--- src/rtl/uart_tx_fifo.sv ---
`default_nettype none
// ============================================================================
// Module   : uart_tx_fifo
// Brief    : UART transmitter fed by a circular transmit FIFO; frames drain
//            back-to-back with configurable data width, parity and stop bits.
// Revision : 1.0
// ============================================================================
module uart_tx_fifo #(
    parameter int CLOCK_FREQ = 100_000_000,
    parameter int BAUD_RATE  = 9600,
    parameter int DATA_BITS  = 8,
    parameter int PARITY     = 0,
    parameter int STOP_BITS  = 1,
    parameter int FIFO_DEPTH = 16
) (
    input  logic                              clk,
    input  logic                              rst,
    input  logic [DATA_BITS-1:0]              tx_data,
    input  logic                              tx_valid,
    output logic                              tx_ready,
    output logic                              tx,
    output logic                              busy,
    output logic [$clog2(FIFO_DEPTH+1)-1:0]   fifo_count
);

    localparam int c_baud_tick = CLOCK_FREQ / BAUD_RATE;
    localparam int c_baud_w    = (c_baud_tick > 1) ? $clog2(c_baud_tick) : 1;
    localparam int c_ptr_w     = $clog2(FIFO_DEPTH);
    localparam int c_cnt_w     = $clog2(FIFO_DEPTH + 1);
    localparam int c_idx_w     = $clog2(DATA_BITS);

    localparam logic [c_baud_w-1:0] c_baud_last = c_baud_w'(c_baud_tick - 1);
    localparam logic [c_idx_w-1:0]  c_data_last = c_idx_w'(DATA_BITS - 1);
    localparam logic [c_idx_w-1:0]  c_stop_last = c_idx_w'(STOP_BITS - 1);
    localparam logic [c_cnt_w-1:0]  c_full      = c_cnt_w'(FIFO_DEPTH);

    typedef enum logic [2:0] {
        S_IDLE   = 3'd0,
        S_START  = 3'd1,
        S_DATA   = 3'd2,
        S_PARITY = 3'd3,
        S_STOP   = 3'd4
    } state_t;

    state_t                 r_state;
    state_t                 w_state_nx;
    logic [c_baud_w-1:0]    r_baud;
    logic [c_baud_w-1:0]    w_baud_nx;
    logic [c_idx_w-1:0]     r_idx;
    logic [c_idx_w-1:0]     w_idx_nx;
    logic [DATA_BITS-1:0]   r_shift;
    logic                   r_tx;
    logic                   r_busy;
    logic [c_ptr_w-1:0]     r_rd_ptr;
    logic [c_ptr_w-1:0]     r_wr_ptr;
    logic [c_cnt_w-1:0]     r_count;
    logic [DATA_BITS-1:0]   r_mem [FIFO_DEPTH];

    logic                   w_push;
    logic                   w_pop;
    logic                   w_tick;
    logic                   w_line;
    logic                   w_not_empty;

    assign tx_ready    = (r_count != c_full);
    assign w_push      = tx_valid && tx_ready;
    assign w_tick      = (r_baud == c_baud_last);
    assign w_not_empty = (r_count != '0);

    assign tx         = r_tx;
    assign busy       = r_busy;
    assign fifo_count = r_count;

    always_comb begin
        w_state_nx = r_state;
        w_baud_nx  = w_tick ? '0 : r_baud + 1'b1;
        w_idx_nx   = r_idx;
        w_pop      = 1'b0;
        w_line     = 1'b1;
        case (r_state)
            S_IDLE: begin
                w_baud_nx = '0;
                w_idx_nx  = '0;
                if (w_not_empty) begin
                    w_pop      = 1'b1;
                    w_state_nx = S_START;
                end
            end
            S_START: begin
                w_line = 1'b0;
                if (w_tick) begin
                    w_state_nx = S_DATA;
                    w_idx_nx   = '0;
                end
            end
            S_DATA: begin
                w_line = r_shift[r_idx];
                if (w_tick) begin
                    if (r_idx == c_data_last) begin
                        w_idx_nx   = '0;
                        w_state_nx = (PARITY != 0) ? S_PARITY : S_STOP;
                    end else begin
                        w_idx_nx = r_idx + 1'b1;
                    end
                end
            end
            S_PARITY: begin
                w_line = (PARITY == 2) ? ^r_shift : ~^r_shift;
                if (w_tick) begin
                    w_state_nx = S_STOP;
                    w_idx_nx   = '0;
                end
            end
            S_STOP: begin
                // r_idx counts stop bits here; the next frame starts with no idle gap
                if (w_tick) begin
                    if (r_idx == c_stop_last) begin
                        w_idx_nx = '0;
                        if (w_not_empty) begin
                            w_pop      = 1'b1;
                            w_state_nx = S_START;
                        end else begin
                            w_state_nx = S_IDLE;
                        end
                    end else begin
                        w_idx_nx = r_idx + 1'b1;
                    end
                end
            end
            default: begin
                w_state_nx = S_IDLE;
            end
        endcase
    end

    always_ff @(posedge clk) begin
        if (rst) begin
            r_state  <= S_IDLE;
            r_baud   <= '0;
            r_idx    <= '0;
            r_shift  <= '0;
            r_tx     <= 1'b1;
            r_busy   <= 1'b0;
            r_rd_ptr <= '0;
            r_wr_ptr <= '0;
            r_count  <= '0;
        end else begin
            r_state <= w_state_nx;
            r_baud  <= w_baud_nx;
            r_idx   <= w_idx_nx;
            r_tx    <= w_line;
            r_busy  <= (r_state != S_IDLE);
            if (w_pop) begin
                r_shift  <= r_mem[r_rd_ptr];
                r_rd_ptr <= r_rd_ptr + 1'b1;
            end
            if (w_push) begin
                r_wr_ptr <= r_wr_ptr + 1'b1;
            end
            case ({w_push, w_pop})
                2'b10:   r_count <= r_count + 1'b1;
                2'b01:   r_count <= r_count - 1'b1;
                default: r_count <= r_count;
            endcase
        end
    end

    always_ff @(posedge clk) begin
        if (w_push) begin
            r_mem[r_wr_ptr] <= tx_data;
        end
    end

endmodule
`default_nettype wire
--- config.mk ---
export PLATFORM = sky130hd
export DESIGN_NAME = uart_tx_fifo
export DESIGN_NICKNAME = d
export VERILOG_FILES = /design/src/rtl/uart_tx_fifo.sv
export SDC_FILE = /design/constraint.sdc
export NUM_CORES = 1
export LEC_CHECK = 0
export BUFFER_PORTS_ARGS = -buffer_cell sky130_fd_sc_hd__buf_2
export CAP_MARGIN = 30
export CORE_MARGIN = 8
export CORE_UTILIZATION = 45
export DETAILED_ROUTE_END_ITERATION = 8
export GPL_TIMING_DRIVEN = 0
export PLACE_DENSITY = 0.72
export SYNTH_ARGS = -nofsm -noshare
export SYNTH_HDL_FRONTEND = slang
export SYNTH_SLANG_ARGS = --single-unit
--- constraint.sdc ---
create_clock -name clk -period 3.1 [get_ports clk]
set_input_delay 0.62 -clock clk [delete_from_list [all_inputs] [get_ports clk]]
set_output_delay 0.62 -clock clk [all_outputs]
set_load 0.05 [all_outputs]
Word level (Yosys, flattened, before mapping) --
Memory sizes are Yosys's and may differ from the RTL's. A register that Yosys moved wholly into a read port is not among the register bits. Index checks and enable logic that the tools add are counted.
Storage, ports and cells: word-level logic and storage cells 70, input bits 11, bits in writable memories 128, memories kept 1, flip-flop bits (word level) 35
Memories:
- r_mem | words 16, width 8, read ports 1, clocked after memory_dff 1, wr ports 1, RTL line 57 | logic [DATA_BITS-1:0] r_mem [FIFO_DEPTH];
Operators by class: $lt $le $gt $ge 1, reductions and logical operators 12, mux-type cells 25, equality and inequality tests 17, $add $sub $neg 6
Operators by type and width (number):
- 3-bit two-way mux | 12
- 3-bit case mux with 5 select lines | 1
- 14-bit by 1-bit adder with 14-bit output, second input constant | 1
- 14-bit == test, second input constant | 1
- 2-bit != test, second input constant | 7
- 3-bit case mux with 4 select lines | 1
- 5-bit case mux with 2 select lines | 1
- 4-bit by 1-bit adder with 4-bit output, second input constant | 2
- 8-bit XNOR reduction | 1
- 1-bit two-way mux | 7
- 7-bit AND reduction | 1
- 3-bit by 2-bit == test with 1-bit output, second input constant | 2
- 3-bit == test, second input constant | 2
- 3-bit zero test | 2
- 5-bit by 1-bit adder with 5-bit output, second input constant | 1
- 5-bit != test, second input constant | 1
- 5-bit nonzero test | 1
- 5-bit by 1-bit subtractor with 5-bit output, second input constant | 1
- 3-bit by 4-bit less-than comparator with 1-bit output, second input constant | 1
- 4-bit AND reduction | 1
- 4-bit nonzero test | 1
- 3-bit by 1-bit adder with 3-bit output, second input constant | 1
- 1-bit binary-select mux with 3-bit select | 1
- 3-bit by 1-bit == test with 1-bit output, second input constant | 1
- other kinds (10) | 10

Depth between registers and ports, before layout --
Gate-level depths: netlist of the first run.
depth in word-level cells 7, mapped depth 13, depth with buffers taken out 12

Worst setup path after synthesis of the first run --
OpenSTA, ideal clock, no wires.
kind register -> register, start register r_baud[4], end register r_count[4], in the netlist fifo_count[4], stages on the path, launching flop included 13, period minus slack after synthesis 3228 ps, arrival time 3158 ps, path slack -128 ps, cell sequence dfxtp_1 -> or3b_1 -> or4_1 -> buf_2 -> a21boi_4 -> buf_6 -> ha_1 -> ha_1 -> a21o_1 -> a21oi_1 -> xor2_1 -> or3_1 -> a21oi_1
Between the ends: longest elaborated chain between the ends 5, elaborated cells on any way between the ends 7, classes of those cells eq/ne: 3; mux: 3; reduce/logical: 1
Ends and longest elaborated chain:
- from (decl) | RTL line 47 | logic [c_baud_w-1:0] r_baud;
- from (signal assigned) | RTL line 149 | r_baud <= w_baud_nx;
- 14-bit == test (*) | RTL line 67 | assign w_tick = (r_baud == c_baud_last);
- 1-bit two-way mux (*) | RTL line 116 | if (w_tick) begin
- 1-bit case mux with 2 select lines (*) | RTL line 80 | case (r_state)
- net w_pop | RTL line 60 | logic w_pop;
- 2-bit by 1-bit == test with 1-bit output or 2-bit == test (tied branches) | RTL line 160 | case ({w_push, w_pop})
- 5-bit case mux with 2 select lines or 2-bit nonzero test (tied branches)
- to (signal assigned) | RTL line 161 | 2'b10: r_count <= r_count + 1'b1;
- to (signal assigned) | RTL line 162 | 2'b01: r_count <= r_count - 1'b1;
- to (signal assigned) | RTL line 163 | default: r_count <= r_count;
- to (decl) | RTL line 56 | logic [c_cnt_w-1:0] r_count;
The timed path passes the listed nets; every way through them passes the cells marked *. A chain may end at the register's enable or synchronous reset.

Final worst setup path of the first run --
Ends and elaborated chain as after synthesis.

==> results of run 1 <==
[Yosys cell counts (3+ instances only)]
library cell / number / area [sq um]
dfxtp_1: 43 / 860.8
clkbuf_1: 14 / 52.55
and3_1: 4 / 25.02
nand4_1: 6 / 37.54
o22ai_1: 15 / 93.84
mux4_2: 26 / 585.6
nor2_1: 56 / 210.2
buf_2: 4 / 20.02
edfxtp_1: 128 / 3844
buf_1: 4 / 15.01
xnor2_1: 17 / 148.9
nor3b_1: 3 / 22.52
inv_1: 8 / 30.03
ha_1: 13 / 162.7
nor3_1: 7 / 35.03
a21oi_1: 11 / 55.05
nand2b_1: 5 / 31.28
nor2b_1: 4 / 25.02
mux2i_1: 19 / 190.2
mux2_2: 16 / 180.2
xor2_1: 10 / 87.58
o21ai_0: 10 / 50.05
nand2_1: 11 / 41.29
[logic make-up after synthesis]
kind of cell | count (synthesis)
flops | 171
simple gates | 111
mux | 62
compound gates | 48
buf+inv | 31
xor+xnor | 27
fa+ha+maj | 15
[worst paths after layout]
check                                      to
worst max register to register  fifo_count[4]
worst max-delay path            fifo_count[4]
worst min-delay path                r_baud[0]
worst min register to register      r_baud[0]
[through the flow]
stage / setup TNS (ns) / utilization, %
after global routing: -0.007185 / 51.93
after global placement: -0.9595 / 47.59
after detailed placement: -0.2468 / 47.75
after floorplan: 0 / -
final: 0 / 51.93
after CTS: 0 / 51.68
[sequential cells by signal (all words and copies together), names as in the netlist]
| signal | cells |
|---|---|
| busy | 1 |
| fifo_count | 5 |
| r_baud | 14 |
| r_idx | 3 |
| r_mem | 128 |
| r_rd_ptr | 4 |
| r_shift | 8 |
| r_state | 3 |
| r_wr_ptr | 4 |
| tx | 1 |
[report_power, final]
part | switching [mW] | internal [mW]
clock network | 0.893 | 1.20
registers | 0.114 | 2.60
logic | 0.929 | 0.795
[per-layer routing]
| layer | wire [microns] | GRT usage, % | share of wire, % | up-vias |
|---|---|---|---|---|
| met5 | 0 | 0 | 0 | - |
| met4 | 269 | 6.840 | 1.9 | 0 |
| met3 | 1026 | 3.898 | 7.4 | 22 |
| met2 | 6748 | 23.74 | 49 | 123 |
| met1 | 5770 | 17.94 | 42 | 1950 |
| li1 | - | - | - | 1862 |
[timing repair]
action                                  in CTS  in global routing
endpoints found under the setup margin       2                  1
gates resized for setup                      4                  4
setup buffers                                2                  2
pin swaps                                    1                  2
[final cells by class]
class | instances | area (sq um) | area share (%)
Clock inverter | 14 | 158.9 | 1.955
Tap cell | 216 | 270.3 | 3.325
Buffer | 23 | 105.1 | 1.293
Inverter | 8 | 30.03 | 0.3694
Sequential cell | 171 | 4707 | 57.90
Multi-Input combinational cell | 263 | 2283 | 28.09
Timing Repair Buffer | 26 | 145.1 | 1.785
Clock buffer | 18 | 429.2 | 5.279
==> impl_metrics.json, run 1 <==
{
  "crit_top_cell": "ha_4",
  "cp.depth": 12,
  "syn_inst": 465,
  "r2r_cells": 12,
  "fin_ws_ns": 0.1221,
  "io_pins": 19,
  "setup_viol": 0,
  "clock.fmax_mhz": 335.8,
  "start_kind": "flip-flop",
  "synth-edff-count": 128,
  "post-place-cells": 703,
  "rr_startpoint": "r_baud[4]",
  "postRouteAntennaNets": 0,
  "cts_tree": "done",
  "drive_gt1_share_pct": 22.18,
  "maxSlewViolCount": 0,
  "grt_pass1_vias": 3945,
  "antenna_found_initial": 0,
  "layout_commonest_cell": "edfxtp_1",
  "postLayoutCellArea_sq_um": 8129,
  "critPathMaxStageDelay_ns": 0.50,
  "hold_depth": 1,
  "ys_warn_count": 0,
  "end_kind": "flip-flop",
  "grt_max_degree": 17,
  "ir_worst_vdd_mv": 0.5551,
  "core_sq_um": 15660,
  "wl_per_cell_microns": 18.69,
  "htreeDepth": 4,
  "fin_nets": 535,
  "die-area_sq_um": 20000,
  "critPathRequiredTime_ns": 3.45,
  "slowest_stage": "or4_1",
  "critical_path_class": "reg2reg",
  "status": "completed",
  "final_hold_viol_count": 0,
  "drt-pass1-iter-count": 4,
  "worstPathArrival_ns": 3.33,
  "ys_ff_latch": 171,
  "via_per_inst": 5.355,
  "grt_overflow_total": 0,
  "grt_pass1_wl_microns": 21680,
  "num_vias": 3957,
  "port_buffers": 18,
  "place.gp.congestion": 0.7740,
  "numCtsBuffers": 17,
  "hold_slack_ns": 0.4607,
  "post-place-ws_ns": -0.2468,
  "hpwl_microns": 9203,
  "yosys_most_used_dff": "edfxtp_1",
  "syn_nets": 490,
  "worstMarginPinSlew_ns": 0.8409,
  "synth_compound_area_share_pct": 4.402,
  "critPathTopFamily": "simple AND/OR/NAND/NOR gates",
  "rows": 46,
  "final_cell_mix": "edfxtp_1, nor2_1, dfxtp_1",
  "slew_headroom_pct": 43.42,
  "critical_path_buf_inv_count": 2,
  "muxShareOfSynthArea_pct": 13.66,
  "initial_utilization_pct": 45.21,
  "p_per_area_nw_per_um2": 804.5,
  "synth_fa_ha_area_share_pct": 2.722,
  "syn_avg_cell_area_sq_um": 15.22,
  "routed_wl_microns": 13810,
  "worst-path-max-fanout": 6,
  "cts_max_path_buffers": 2,
  "area_delta_synth_final_pct": 14.85,
  "startpoint": "r_baud[4]",
  "min_from": "r_baud[0]",
  "drtIter0Drc": 221,
  "fin_crit_ns": 2.978,
  "clock-skew-final_ns": 0.01460,
  "synthSimpleGateAreaFrac_pct": 7.584,
  "yosysSeqAreaShare_pct": 66.47,
  "total_power_mw": 6.539,
  "postPlaceCellArea_sq_um": 7476,
  "final_cells": 739,
  "diodes": 0,
  "die_h_microns": 141.4,
  "yosysUniqueCellTypes": 47,
  "worstPathCellList": "or3b_1 -> or4_1 -> buf_4 -> a21boi_4 -> buf_8 -> ha_4 -> ha_4 -> a21o_1 -> a21oi_2 -> xor2_1 -> or3_1 -> a21oi_1",
  "r2r_slack_ns": 0.12,
  "hold_buffers": 0,
  "clock-root-buffer": "clkbuf_16",
  "leakage_nw": 2.685,
  "finalCritPeriodShare_pct": 96.06,
  "synth_xor_area_share_pct": 3.341,
  "synth_top_family_by_area": "multiplexers",
  "ys_async_sr_fraction_pct": 0,
  "min_path_type": "reg2reg",
  "path_clk_slew_ns": 0.06,
  "syn-cell-area_sq_um": 7078,
  "fp.dieW_microns": 141.4,
  "cts.sinks": 171,
  "fill_cells": 1324,
  "cap_violations": 0,
  "grt_use_total_pct": 14.62,
  "clock_latency_ns": 0.43,
  "drc_errors": 0
}
Power figures use the tool's default switching activity.
==> inputs of run 2 (changes only) <==
Clock period 3.1 ns to 2.5 ns, I/O delays scaled along.
==> run 2 against run 1 <==
Effect of this change:
- the run now ends with negative setup slack left
- total power grew 27%
- fmax grew 5.7%
- global-route usage grew 0.49 points
- die area is the same
- non-clock buffer count is the same
- clock-buffer cell count is the same
- critical path depth shrank 1
- clock skew grew 0.0027 ns
- first-iteration DRC count grew 62%
- setup slack lost 0.44 ns
==> impl_metrics.json, run 2 (synthesized netlist as in run 1, its figures left out) <==
{
  "hpwl_microns": 9343,
  "pwr-share-clk_pct": 32.2,
  "seqPwrFrac_pct": 40.8,
  "power_switching_mw": 2.434,
  "grt_overflow_total": 0,
  "grt_max_degree": 17,
  "drc_errors": 0,
  "fin_nets": 535,
  "fin_ws_ns": -0.3174,
  "min_path_type": "in2reg",
  "antenna_found_initial": 0,
  "die_h_microns": 141.4,
  "fin_crit_ns": 2.817,
  "post-place-cells": 699,
  "swShare_pct": 29.34,
  "end_kind": "flip-flop",
  "maxSlewViolCount": 0,
  "final_hold_viol_count": 0,
  "via_per_inst": 5.395,
  "initial_utilization_pct": 45.21,
  "p_per_area_nw_per_um2": 1010,
  "slew_headroom_pct": 41.48,
  "final_cells": 739,
  "rr_startpoint": "r_baud[4]",
  "cap_violations": 0,
  "hold_depth": 2,
  "cts_tree": "done",
  "finalCritPeriodShare_pct": 112.7,
  "wl_per_cell_microns": 19.40,
  "rows": 46,
  "status": "complete, but fails checks",
  "num_vias": 3987,
  "drt-pass1-iter-count": 5,
  "r2r_slack_ns": -0.32,
  "postRouteAntennaNets": 0,
  "drtIter0Drc": 358,
  "holdPathEnd": "busy",
  "postLayoutCellArea_sq_um": 8210,
  "largestRegisters": "r_mem: 128 flops, r_baud: 14 flops, r_shift: 8 flops",
  "port_buffers": 18,
  "start_kind": "flip-flop",
  "die-area_sq_um": 20000,
  "violations": "negative setup slack",
  "combPwrFrac_pct": 27.0,
  "largest_reg_flops": 128,
  "postPlaceCellArea_sq_um": 7495,
  "leakage_nw": 2.730,
  "numCtsBuffers": 17,
  "grt_pass1_wl_microns": 22450,
  "core_sq_um": 15660,
  "worstMarginPinSlew_ns": 0.8697,
  "clock-skew-final_ns": 0.01729,
  "grt_pass1_vias": 4092,
  "final_cell_mix": "edfxtp_1, nor2_1, dfxtp_1",
  "layout_commonest_cell": "edfxtp_1",
  "r2r-end": "fifo_count[4]",
  "clock.fmax_mhz": 354.9,
  "rsz0062_at_grt": "true",
  "routed_wl_microns": 14340,
  "htreeDepth": 4,
  "largest-register": "r_mem",
  "clock_latency_ns": 0.43,
  "critPathRequiredTime_ns": 2.85,
  "r2r_cells": 11,
  "place.gp.congestion": 0.8012,
  "cts.sinks": 171,
  "worst-path-max-fanout": 5,
  "min_from": "rst",
  "drive_gt1_share_pct": 24.28,
  "cts_max_path_buffers": 2,
  "clock-root-buffer": "clkbuf_16",
  "area_delta_synth_final_pct": 16.00,
  "ir_worst_vdd_mv": 0.6560,
  "critical_path_class": "reg2reg",
  "diodes": 0,
  "p_int_mw": 5.861,
  "path_clk_slew_ns": 0.06,
  "grt_use_total_pct": 15.10,
  "fp.dieW_microns": 141.4,
  "io_pins": 19,
  "worstPathArrival_ns": 3.17,
  "setup_viol": 3
}
[run 2: cell types whose count changed in the layout (fill, tap and decap cells not counted), moves of 2 or more]
| cell | previous run | this run |
|---|---|---|
| buf_2 | 23 | 18 |
| buf_4 | 7 | 10 |
| clkbuf_1 | 15 | 12 |
| clkbuf_2 | 0 | 3 |
| clkbuf_4 | 0 | 2 |
| clkinv_1 | 1 | 3 |
| clkinvlp_4 | 2 | 0 |
| dfxtp_1 | 41 | 39 |
| nor3_1 | 7 | 3 |
| nor3_2 | 0 | 4 |
[run 2: worst max-delay path by stage]
stage / startpoint / to / depth (start not counted)
after floorplan: r_baud[10] / fifo_count[4] / 12
after global placement: r_baud[10] / fifo_count[4] / 12
after detailed placement: r_baud[0] / fifo_count[4] / 13
final: r_baud[4] / fifo_count[4] / 11
after global routing: r_baud[4] / fifo_count[4] / 11
after CTS: r_baud[4] / fifo_count[4] / 11
[run 2: final cells by class]
cell class,count,area (sq um)
sequential,171,4712
fill,1294,7445
multi-input combinational,263,2336
timing repair buffer,27,157.7
tap,216,270.3
inverter,8,30.03
buffer,22,108.9
clock inverter,14,166.4
clock buffer,18,429.2
[run 2: worst max-delay path, cell delays in order (launching register included)]
cell	delay, ns
dfxtp_2	0.32
or3b_1	0.39
or4_4	0.53
a21boi_4	0.18
buf_8	0.12
ha_4	0.17
fa_2	0.24
a21o_1	0.14
a21oi_2	0.06
xor2_1	0.16
or3_1	0.31
a21oi_1	0.12
[run 2: routing by layer]
layer	track usage [%]	vias up	wire, microns
li1	-	1855	-
met1	19.05	2015	6256
met2	24.65	104	7128
met3	4.402	13	798
met4	4.862	0	157
met5	0	-	0
[run 2: power by group through the flow]
stage | logic (mW) | registers [mW] | clock network, mW
6_report | 2.24 | 3.38 | 2.67
3_5_place_dp | 2.06 | 3.43 | 0
5_1_grt | 2.44 | 3.41 | 2.83
2_1_floorplan | 1.47 | 3.53 | 0
4_1_cts | 2.14 | 3.37 | 2.72
3_3_place_gp | 1.99 | 3.41 | 0
[run 2: through the flow]
| stage | power [mW] | utilization (%) | TNS [ns] | setup slack [ns] | hold slack (ns) |
|---|---|---|---|---|---|
| 6_report | 8.295 | 52.45 | -0.6117 | -0.3174 | 0.3393 |
| 5_1_grt | 8.677 | 52.45 | -0.9800 | -0.4348 | 0.3505 |
| 4_1_cts | 8.225 | 52.05 | -0.6068 | -0.3490 | 0.3140 |
| 3_5_place_dp | 5.491 | 47.87 | -24.11 | -0.6454 | 0.4692 |
| 3_3_place_gp | 5.408 | 47.87 | -13.98 | -0.6091 | 0.4379 |
| 2_1_floorplan | 4.999 | - | -0.9909 | -0.4476 | 0.4261 |
[run 2: timing repair]
action / in CTS / in global routing
setup endpoints to repair: 134 / 42
hold endpoints to repair: 0 / 0
pin swaps: 5 / 4
resized for setup: 9 / 12
buffers inserted: 6 / 3
hold buffers: 0 / 0
